File: src/rtl/parallax_scroll_ctrl_pkg.sv
// ---------------------------------------------------------------------------
// parallax_scroll_ctrl_pkg
//
// Purpose: shared constants and types for the parallax scroll controller.
//   Holds the default geometry of the scroll accumulators, the encoding of the
//   configuration select bit and a helper that derives the fixed-point wrap
//   modulus from a pixel wrap width.
//
// Ports: none (package).
// ---------------------------------------------------------------------------
package parallax_scroll_ctrl_pkg;

  // Default geometry: 3 layers, 10-bit integer positions with 4 fractional
  // bits, signed Q4.4 speeds and a 640-pixel wrap.
  localparam int DEF_NUM_LAYERS = 3;
  localparam int DEF_POS_W      = 10;
  localparam int DEF_FRAC_W     = 4;
  localparam int DEF_SPEED_W    = 8;
  localparam int DEF_WRAP_X     = 640;

  // Width of the configuration write bus fields.
  localparam int CFG_DATA_W     = 16;
  localparam int CFG_LAYER_W    = 2;

  // Meaning of the cfg_sel bit on a configuration write.
  typedef enum logic {
    CFG_SEL_SPEED = 1'b0,
    CFG_SEL_POS   = 1'b1
  } cfg_sel_e;

  // Wrap modulus expressed in the fixed-point accumulator domain.
  function automatic int calcWrapFx(input int wrapX, input int fracW);
    return wrapX << fracW;
  endfunction

  localparam int DEF_WRAP_FX = calcWrapFx(DEF_WRAP_X, DEF_FRAC_W);

endpackage

File: src/rtl/parallax_scroll_ctrl_if.sv
// ---------------------------------------------------------------------------
// parallax_scroll_ctrl_if
//
// Purpose: bundles every non-clock signal of the parallax scroll controller.
//
// Signals:
//   enable     scroll engine on
//   pause      freeze positions, frame counter still runs
//   vsync      positive-polarity vsync from the timing generator
//   cfg_we     single-cycle configuration write strobe
//   cfg_layer  target layer of the write
//   cfg_sel    0 = speed write, 1 = integer position write
//   cfg_data   write data (speed or position in the LSBs)
//   irq_clr    per-layer write-1-to-clear for wrap_flag
//   scroll_x   packed integer positions, layer 0 in the LSBs
//   frame_cnt  frames counted while enabled
//   frame_tick one-cycle pulse per counted frame
//   wrap_flag  sticky per-layer wrap indicator
//
// Modports: slave = controller side, master = register decode / timing side.
// ---------------------------------------------------------------------------
interface parallax_scroll_ctrl_if
  import parallax_scroll_ctrl_pkg::*;
#(
  parameter int NUM_LAYERS = DEF_NUM_LAYERS,
  parameter int POS_W      = DEF_POS_W
);

  logic                        enable;
  logic                        pause;
  logic                        vsync;
  logic                        cfg_we;
  logic [CFG_LAYER_W-1:0]      cfg_layer;
  logic                        cfg_sel;
  logic [CFG_DATA_W-1:0]       cfg_data;
  logic [NUM_LAYERS-1:0]       irq_clr;
  logic [NUM_LAYERS*POS_W-1:0] scroll_x;
  logic [15:0]                 frame_cnt;
  logic                        frame_tick;
  logic [NUM_LAYERS-1:0]       wrap_flag;

  modport slave (
    input  enable, pause, vsync,
    input  cfg_we, cfg_layer, cfg_sel, cfg_data,
    input  irq_clr,
    output scroll_x, frame_cnt, frame_tick, wrap_flag
  );

  modport master (
    output enable, pause, vsync,
    output cfg_we, cfg_layer, cfg_sel, cfg_data,
    output irq_clr,
    input  scroll_x, frame_cnt, frame_tick, wrap_flag
  );

endinterface

File: src/rtl/parallax_scroll_ctrl_layer_acc.sv
// ---------------------------------------------------------------------------
// scroll_layer_acc
//
// Purpose: one background layer's scroll state. Holds the signed fractional
//   speed and the {pos, frac} accumulator, advances the accumulator by the
//   speed on each frame step, wraps it into [0, WRAP_X*2^FRAC_W) and keeps a
//   sticky wrap flag. A position write overrides the frame step of the same
//   cycle and suppresses the wrap flag for that cycle.
//
// Ports:
//   clk, rst_n    clock and asynchronous active-low reset
//   frame_i       advance the accumulator this cycle
//   speedWe_i     load speedData_i into the speed register
//   speedData_i   signed Q(SPEED_W-FRAC_W).FRAC_W speed
//   posWe_i       load posData_i (mod WRAP_X) as the integer position
//   posData_i     integer position to load
//   irqClr_i      clear the sticky wrap flag
//   pos_o         registered integer position
//   wrapFlag_o    sticky wrap indicator
// ---------------------------------------------------------------------------
module scroll_layer_acc
  import parallax_scroll_ctrl_pkg::*;
#(
  parameter int POS_W   = DEF_POS_W,
  parameter int FRAC_W  = DEF_FRAC_W,
  parameter int SPEED_W = DEF_SPEED_W,
  parameter int WRAP_X  = DEF_WRAP_X
) (
  input  logic               clk,
  input  logic               rst_n,
  input  logic               frame_i,
  input  logic               speedWe_i,
  input  logic [SPEED_W-1:0] speedData_i,
  input  logic               posWe_i,
  input  logic [POS_W-1:0]   posData_i,
  input  logic               irqClr_i,
  output logic [POS_W-1:0]   pos_o,
  output logic               wrapFlag_o
);

  localparam int ACC_W = POS_W + FRAC_W;
  // Two guard bits: one for the sign, one for overflow past the modulus.
  localparam int SUM_W = ACC_W + 2;
  localparam logic signed [SUM_W-1:0] WRAP_FX_S = SUM_W'(calcWrapFx(WRAP_X, FRAC_W));
  localparam logic [POS_W:0]          WRAP_X_P  = (POS_W+1)'(WRAP_X);

  logic [ACC_W-1:0]        acc_q, acc_d;
  logic [SPEED_W-1:0]      speed_q, speed_d;
  logic                    wrapFlag_q, wrapFlag_d;

  logic signed [SUM_W-1:0] accExt;
  logic signed [SUM_W-1:0] speedExt;
  logic signed [SUM_W-1:0] sum;
  logic signed [SUM_W-1:0] sumWrapped;
  logic                    wrapHit;
  logic [POS_W:0]          posExt;
  logic [POS_W:0]          posWrapped;
  logic [SUM_W-ACC_W-1:0]  unusedSumBits;

  // Signed step of the accumulator. The accumulator is always in range and the
  // speed is smaller than the modulus, so at most one correction is needed.
  always_comb begin
    accExt     = {2'b00, acc_q};
    speedExt   = {{(SUM_W-SPEED_W){speed_q[SPEED_W-1]}}, speed_q};
    sum        = accExt + speedExt;
    sumWrapped = sum;
    wrapHit    = 1'b0;
    if (sum >= WRAP_FX_S) begin
      sumWrapped = sum - WRAP_FX_S;
      wrapHit    = 1'b1;
    end else if (sum[SUM_W-1]) begin
      sumWrapped = sum + WRAP_FX_S;
      wrapHit    = 1'b1;
    end
  end

  assign unusedSumBits = sumWrapped[SUM_W-1:ACC_W];

  // Position writes are folded into range with a single subtraction since the
  // write field can be at most 2^POS_W - 1 < 2*WRAP_X.
  always_comb begin
    posExt     = {1'b0, posData_i};
    posWrapped = posExt;
    if (posExt >= WRAP_X_P) begin
      posWrapped = posExt - WRAP_X_P;
    end
  end

  // Next-state selection: a position write beats the frame step; a speed write
  // only lands in the register, so the current frame still uses the old speed.
  // A wrap in the same cycle as irqClr keeps the flag set.
  always_comb begin
    acc_d      = acc_q;
    speed_d    = speed_q;
    wrapFlag_d = wrapFlag_q;
    if (posWe_i) begin
      acc_d = {posWrapped[POS_W-1:0], {FRAC_W{1'b0}}};
    end else if (frame_i) begin
      acc_d = sumWrapped[ACC_W-1:0];
    end
    if (speedWe_i) begin
      speed_d = speedData_i;
    end
    if (frame_i && !posWe_i && wrapHit) begin
      wrapFlag_d = 1'b1;
    end else if (irqClr_i) begin
      wrapFlag_d = 1'b0;
    end
  end

  // Layer state registers.
  always_ff @(posedge clk or negedge rst_n) begin
    if (!rst_n) begin
      acc_q      <= '0;
      speed_q    <= '0;
      wrapFlag_q <= 1'b0;
    end else begin
      acc_q      <= acc_d;
      speed_q    <= speed_d;
      wrapFlag_q <= wrapFlag_d;
    end
  end

  assign pos_o      = acc_q[ACC_W-1:FRAC_W];
  assign wrapFlag_o = wrapFlag_q;

endmodule

File: src/rtl/parallax_scroll_ctrl.sv
// ---------------------------------------------------------------------------
// parallax_scroll_ctrl
//
// Purpose: per-frame scroll-offset generator for the scrolling background.
//   Detects the rising edge of vsync, counts frames while enabled, emits a
//   one-cycle frame tick and steps one scroll accumulator per layer. Config
//   writes from the register decode load per-layer speeds and positions.
//
// Ports:
//   clk    peripheral clock
//   rst_n  asynchronous active-low reset
//   bus    slave side of parallax_scroll_ctrl_if (controls, config write port,
//          scroll_x / frame_cnt / frame_tick / wrap_flag outputs)
// ---------------------------------------------------------------------------
module parallax_scroll_ctrl
  import parallax_scroll_ctrl_pkg::*;
#(
  parameter int NUM_LAYERS = DEF_NUM_LAYERS,
  parameter int POS_W      = DEF_POS_W,
  parameter int FRAC_W     = DEF_FRAC_W,
  parameter int SPEED_W    = DEF_SPEED_W,
  parameter int WRAP_X     = DEF_WRAP_X
) (
  input logic                   clk,
  input logic                   rst_n,
  parallax_scroll_ctrl_if.slave bus
);

  logic                  vsync_q;
  logic                  vsyncArmed_q;
  logic [15:0]           frameCnt_q, frameCnt_d;
  logic                  frameTick_q, frameTick_d;

  logic                  vsyncEdge;
  logic                  frameEvt;
  logic                  layerStep;
  logic [NUM_LAYERS-1:0] speedWe;
  logic [NUM_LAYERS-1:0] posWe;
  logic [POS_W-1:0]      layerPos [NUM_LAYERS];
  logic [NUM_LAYERS-1:0] layerWrap;
  logic                  unusedCfgBits;

  // vsync history. The armed bit is cleared by reset and only set once vsync
  // has been seen low, so a vsync held high through reset is not a frame.
  always_ff @(posedge clk or negedge rst_n) begin
    if (!rst_n) begin
      vsync_q      <= 1'b0;
      vsyncArmed_q <= 1'b0;
    end else begin
      vsync_q <= bus.vsync;
      if (!bus.vsync) begin
        vsyncArmed_q <= 1'b1;
      end
    end
  end

  assign vsyncEdge = bus.vsync & ~vsync_q & vsyncArmed_q;
  assign frameEvt  = vsyncEdge & bus.enable;
  assign layerStep = frameEvt & ~bus.pause;

  // Frame counter and tick: both advance only on an enabled frame edge.
  always_comb begin
    frameCnt_d  = frameCnt_q;
    frameTick_d = 1'b0;
    if (frameEvt) begin
      frameCnt_d  = frameCnt_q + 16'd1;
      frameTick_d = 1'b1;
    end
  end

  // Frame counter and tick registers.
  always_ff @(posedge clk or negedge rst_n) begin
    if (!rst_n) begin
      frameCnt_q  <= '0;
      frameTick_q <= 1'b0;
    end else begin
      frameCnt_q  <= frameCnt_d;
      frameTick_q <= frameTick_d;
    end
  end

  // Config decode. Layer indices with no instance match nothing, which is how
  // writes to out-of-range layers are dropped.
  always_comb begin
    speedWe = '0;
    posWe   = '0;
    for (int l = 0; l < NUM_LAYERS; l++) begin
      if (bus.cfg_we && (bus.cfg_layer == CFG_LAYER_W'(l))) begin
        speedWe[l] = (bus.cfg_sel == CFG_SEL_SPEED);
        posWe[l]   = (bus.cfg_sel == CFG_SEL_POS);
      end
    end
  end

  assign unusedCfgBits = ^bus.cfg_data;

  for (genvar g = 0; g < NUM_LAYERS; g++) begin : gLayer
    scroll_layer_acc #(
      .POS_W   (POS_W),
      .FRAC_W  (FRAC_W),
      .SPEED_W (SPEED_W),
      .WRAP_X  (WRAP_X)
    ) uAcc (
      .clk         (clk),
      .rst_n       (rst_n),
      .frame_i     (layerStep),
      .speedWe_i   (speedWe[g]),
      .speedData_i (bus.cfg_data[SPEED_W-1:0]),
      .posWe_i     (posWe[g]),
      .posData_i   (bus.cfg_data[POS_W-1:0]),
      .irqClr_i    (bus.irq_clr[g]),
      .pos_o       (layerPos[g]),
      .wrapFlag_o  (layerWrap[g])
    );
  end

  // Output packing, layer 0 in the least significant slice.
  always_comb begin
    bus.scroll_x = '0;
    for (int l = 0; l < NUM_LAYERS; l++) begin
      bus.scroll_x[l*POS_W +: POS_W] = layerPos[l];
    end
  end

  assign bus.frame_cnt  = frameCnt_q;
  assign bus.frame_tick = frameTick_q;
  assign bus.wrap_flag  = layerWrap;

endmodule

File: src/flat_wrapper.sv
// flat-port wrapper written by rule: the top's interface ports become plain ports
module parallax_scroll_ctrl_flat import parallax_scroll_ctrl_pkg::*;
#(
  parameter int NUM_LAYERS = DEF_NUM_LAYERS,
  parameter int POS_W      = DEF_POS_W,
  parameter int FRAC_W     = DEF_FRAC_W,
  parameter int SPEED_W    = DEF_SPEED_W,
  parameter int WRAP_X     = DEF_WRAP_X
)
  (clk, rst_n, bus_enable, bus_pause, bus_vsync, bus_cfg_we, bus_cfg_layer, bus_cfg_sel, bus_cfg_data, bus_irq_clr, bus_scroll_x, bus_frame_cnt, bus_frame_tick, bus_wrap_flag);
  parallax_scroll_ctrl_if #(.NUM_LAYERS(NUM_LAYERS), .POS_W(POS_W)) bus_i ();
  input logic clk;
  input logic rst_n;
  input wire logic [$bits(bus_i.enable)-1:0] bus_enable;
  input wire logic [$bits(bus_i.pause)-1:0] bus_pause;
  input wire logic [$bits(bus_i.vsync)-1:0] bus_vsync;
  input wire logic [$bits(bus_i.cfg_we)-1:0] bus_cfg_we;
  input wire logic [$bits(bus_i.cfg_layer)-1:0] bus_cfg_layer;
  input wire logic [$bits(bus_i.cfg_sel)-1:0] bus_cfg_sel;
  input wire logic [$bits(bus_i.cfg_data)-1:0] bus_cfg_data;
  input wire logic [$bits(bus_i.irq_clr)-1:0] bus_irq_clr;
  output wire logic [$bits(bus_i.scroll_x)-1:0] bus_scroll_x;
  output wire logic [$bits(bus_i.frame_cnt)-1:0] bus_frame_cnt;
  output wire logic [$bits(bus_i.frame_tick)-1:0] bus_frame_tick;
  output wire logic [$bits(bus_i.wrap_flag)-1:0] bus_wrap_flag;
  assign bus_i.enable = bus_enable;
  assign bus_i.pause = bus_pause;
  assign bus_i.vsync = bus_vsync;
  assign bus_i.cfg_we = bus_cfg_we;
  assign bus_i.cfg_layer = bus_cfg_layer;
  assign bus_i.cfg_sel = bus_cfg_sel;
  assign bus_i.cfg_data = bus_cfg_data;
  assign bus_i.irq_clr = bus_irq_clr;
  assign bus_scroll_x = bus_i.scroll_x;
  assign bus_frame_cnt = bus_i.frame_cnt;
  assign bus_frame_tick = bus_i.frame_tick;
  assign bus_wrap_flag = bus_i.wrap_flag;
  parallax_scroll_ctrl #(.NUM_LAYERS(NUM_LAYERS), .POS_W(POS_W), .FRAC_W(FRAC_W), .SPEED_W(SPEED_W), .WRAP_X(WRAP_X)) u_core (.clk(clk), .rst_n(rst_n), .bus(bus_i));
endmodule
File: config.mk
export PLATFORM = sky130hd
export DESIGN_NAME = parallax_scroll_ctrl_flat
export DESIGN_NICKNAME = d
export VERILOG_FILES = /design/src/rtl/parallax_scroll_ctrl_pkg.sv /design/src/rtl/parallax_scroll_ctrl_if.sv /design/src/rtl/parallax_scroll_ctrl_layer_acc.sv /design/src/rtl/parallax_scroll_ctrl.sv /design/src/flat_wrapper.sv
export SDC_FILE = /design/constraint.sdc
export NUM_CORES = 1
export LEC_CHECK = 0
export BUFFER_PORTS_ARGS = -buffer_cell sky130_fd_sc_hd__buf_2
export CORE_UTILIZATION = 60
export CTS_CLUSTER_SIZE = 40
export DETAILED_ROUTE_END_ITERATION = 8
export GPL_TIMING_DRIVEN = 0
export PLACE_DENSITY = 0.87
export SLEW_MARGIN = 20
export SYNTH_ARGS = -nofsm -noshare
export SYNTH_HDL_FRONTEND = slang
export SYNTH_SLANG_ARGS = --single-unit
File: constraint.sdc
create_clock -name clk -period 4.34 [get_ports clk]
set_input_delay 0.434 -clock clk [delete_from_list [all_inputs] [get_ports clk]]
set_output_delay 0.434 -clock clk [all_outputs]
set_load 0.05 [all_outputs]
==> flow_summary.toml <==
[run_status]
status = "finished, final reports clean"

[global_routing]
track_usage_pct = 31.2
grt_pass1_wl_microns = 28000
grt_antenna_before_repair = 0
grt_max_degree = 50
grt_pass1_vias = 5849
overflow = 0

[worst_setup_path]
worstSetupPathType = "reg -> reg"
start_kind = "flip-flop"
arrival_ns = 3.65
critPathRequiredTime_ns = 4.62
cp_max_fo = 8
r2r-start = "u_core.gLayer[0].uAcc.acc_q[0]$_DFFE_PN0P_"
cp-startpoint = "u_core.gLayer[0].uAcc.acc_q[0]$_DFFE_PN0P_"
endpoint_kind = "flip-flop"

[power_and_ir_drop]
p_comb_share_pct = 67.0
powerDensity_nw_per_um2 = 769
clkPwrFrac_pct = 10.5
finalPower_mw = 5.75
netSwitchingFraction_pct = 50.3
leakage_nw = 3.50
ir_drop_mv = 0.479
p_seq_share_pct = 22.5
p_sw_mw = 2.89
p_int_mw = 2.86

[timing]
slew_headroom_pct = 42.8
clock_skew_ns = 0.00860
min_period_ns = 3.37
slew_violations = 0
rsz0062_at_grt = "false"
finalSetupTns_ns = 0
finalSetupViolations = 0
worst_pin_slew_ns = 0.855
finalHoldViolations = 0
fin_ws_ns = 0.965
finalCritPeriodShare_pct = 77.8
timing.fmax_mhz = 296
holdWs_ns = 0.0789

[cts]
cts_root_buffer = "clkbuf_8"
clock_sinks = 88
cts_made_buffers = 9
htree_levels = 3
cts.clk_slew.worst_paths_ns = 0.10
insertion_delay_ns = 0.38
post-cts-setup-buffers = 0
cts_tree = "done"
clockBufferDepth = 2
cts_hold_buf = 0
ctsResizeCount = 0

[layout]
area_growth_pct = 11.2
layout-drive-gt1-share_pct = 20.2
antenna_cells = 0
utilization_pct = 68.6
fin_nets = 921

[synth]
post_synth_inst_count = 756
syn-cell-area_sq_um = 6720
ys_ff_latch = 88
yosysWarnings = 0
ys_types = 79
async_flop_share_pct = 100
yosysSeqAreaShare_pct = 32.8
synthFlopType = "dfrtp_1"
synth_nets = 840
avgSynthCellArea_sq_um = 8.89
synth_edf_count = 0

[routing]
drt_first_pass_iters = 5
wl_microns = 17000
ant_nets = 0
drt-wirelength-per-cell_microns = 17.3
dr_total_vias = 6134
via_per_inst = 6.25
drtIter0Drc = 493
drc_errors = 0

[place]
dp_hpwl_microns = 13000
gp_congestion = 0.925
dp_slack_ns = 0.992
numPortBuffers = 69

[floorplanning]
die_x_microns = 108
rows = 38
pin_count = 78
initial_core_util_pct = 61.7
die_h_microns = 108
die_area_sq_um = 11600
fp.coreArea_sq_um = 10900

[worst_hold_path]
hold_class = "in -> async"

[run]
drv_cap = 0
-- kinds of logic (layout without fill, tap and decap cells) --
| group | Yosys count | after routing | share of synthesized area (%) |
|---|---|---|---|
| flops | 88 | 88 | 32.8 |
| compound gates | 216 | 216 | 21.7 |
| xor+xnor | 47 | 47 | 6.44 |
| buf+inv | 84 | 170 | 6.85 |
| fa+ha+maj | 56 | 56 | 10.8 |
| mux | 28 | 28 | 4.62 |
| simple gates | 237 | 237 | 16.8 |
-- critical path, cell delays in order, from the launching register on --
cell and delay [ns]:
dfrtp_1 0.41, ha_1 0.25, fa_1 0.44, a211o_1 0.34, a21o_1 0.19, a41oi_2 0.29, o21ai_2 0.12, xor2_2 0.32
inv_1 0.08, ha_1 0.21, or4_1 0.52, o311ai_1 0.10
-- stage by stage --
step                cells  instance area, sq um
CTS                   982                  7470
floorplan             756                  6720
global placement      965                  7240
global route          982                  7470
finish                982                  7470
detailed placement    966                  7270
-- metal layers --
metal / vias to the layer above / wire (microns) / track usage (%)
met2: 247 / 8010 / 51.3
met4: 0 / 488 / 10.5
li1: 2882 / - / -
met1: 2960 / 7200 / 41.2
met5: - / 0 / 0
met3: 45 / 1330 / 6.05
-- power groups by stage --
stage / logic [mW] / registers [mW] / clock network, mW
floorplan: 3.04 / 1.29 / 0
global placement: 3.64 / 1.29 / 0
detailed placement: 3.79 / 1.31 / 0
CTS: 3.82 / 1.29 / 0.608
global route: 4.23 / 1.32 / 0.632
finish: 3.85 / 1.30 / 0.601
-- cell usage after synthesis (3+ instances only) --
master,instances,area share (%)
o211ai_1,9,1.0
nand3_1,17,1.3
a21boi_0,3,0.34
o31ai_1,5,0.56
a211oi_1,11,1.2
a21oi_1,61,4.5
a31o_2,3,0.39
and3_1,12,1.1
a21o_1,14,1.6
nor4_1,3,0.28
mux2_2,24,4.0
o21a_1,13,1.5
inv_1,30,1.7
nand4_1,12,1.1
nor2b_1,8,0.75
a31oi_1,16,1.5
xnor2_1,33,4.3
mux2i_1,4,0.60
xor2_1,12,1.6
dfrtp_1,88,33
clkbuf_1,16,0.89
o221ai_1,3,0.39
nand2b_1,5,0.47
o21ai_0,42,3.1
buf_4,33,3.7
and2_1,4,0.37
nor3_1,16,1.2
nor2_1,58,3.2
fa_1,3,0.89
nand2_1,82,4.6
ha_1,53,9.9
-- final cells by class --
cell class | instances | area (sq um)
plain buffers | 54 | 348
clock buffers | 9 | 124
clock inverters | 7 | 78.8
fillers | 865 | 3410
inverters | 30 | 113
multi-input cells | 584 | 4070
flip-flops and latches | 88 | 2200
well taps | 140 | 175
repair buffers | 70 | 368
-- final timing paths --
path / endpoint / slack (ns) / depth (start not counted)
worst max-delay path: u_core.gLayer[0].uAcc.acc_q[13]$_DFFE_PN0P_ / 0.97 / 11
worst min-delay path: u_core.bus.frame_cnt[8]$_DFFE_PN0P_ / 0.08 / 1
worst max register to register: u_core.gLayer[0].uAcc.acc_q[13]$_DFFE_PN0P_ / 0.97 / 11
worst min register to register: u_core.vsyncArmed_q$_DFFE_PN0N_ / 0.47 / 1
max in group asynchronous: u_core.gLayer[1].uAcc.acc_q[9]$_DFFE_PN0P_ / 3.60 / 2
min in group clk: u_core.vsync_q$_DFF_PN0_ / 0.21 / 1
-- placed cells by master (no fill, tap or decap), types with 13 or more instances in the layout --
cell      count
nand2_1      82
nor2_1       58
dfrtp_1      88
xnor2_1      33
clkbuf_1     16
o21ai_0      42
buf_2        68
a21o_1       14
inv_1        30
nor3_1       14
nand3_1      17
a21oi_1      61
buf_4        34
mux2_2       24
o21a_1       13
ha_1         53
a31oi_1      16
-- sequential cells by signal (all words and copies together) (netlist names) --
| register | count |
|---|---|
| u_core.vsync_q | 1 |
| u_core.gLayer.uAcc.wrapFlag_o | 3 |
| u_core.vsyncArmed_q | 1 |
| u_core.bus.frame_cnt | 16 |
| u_core.gLayer.uAcc.acc_q | 42 |
| u_core.gLayer.uAcc.speed_q | 24 |
| u_core.bus.frame_tick | 1 |
Power figures use the tool's default switching activity.
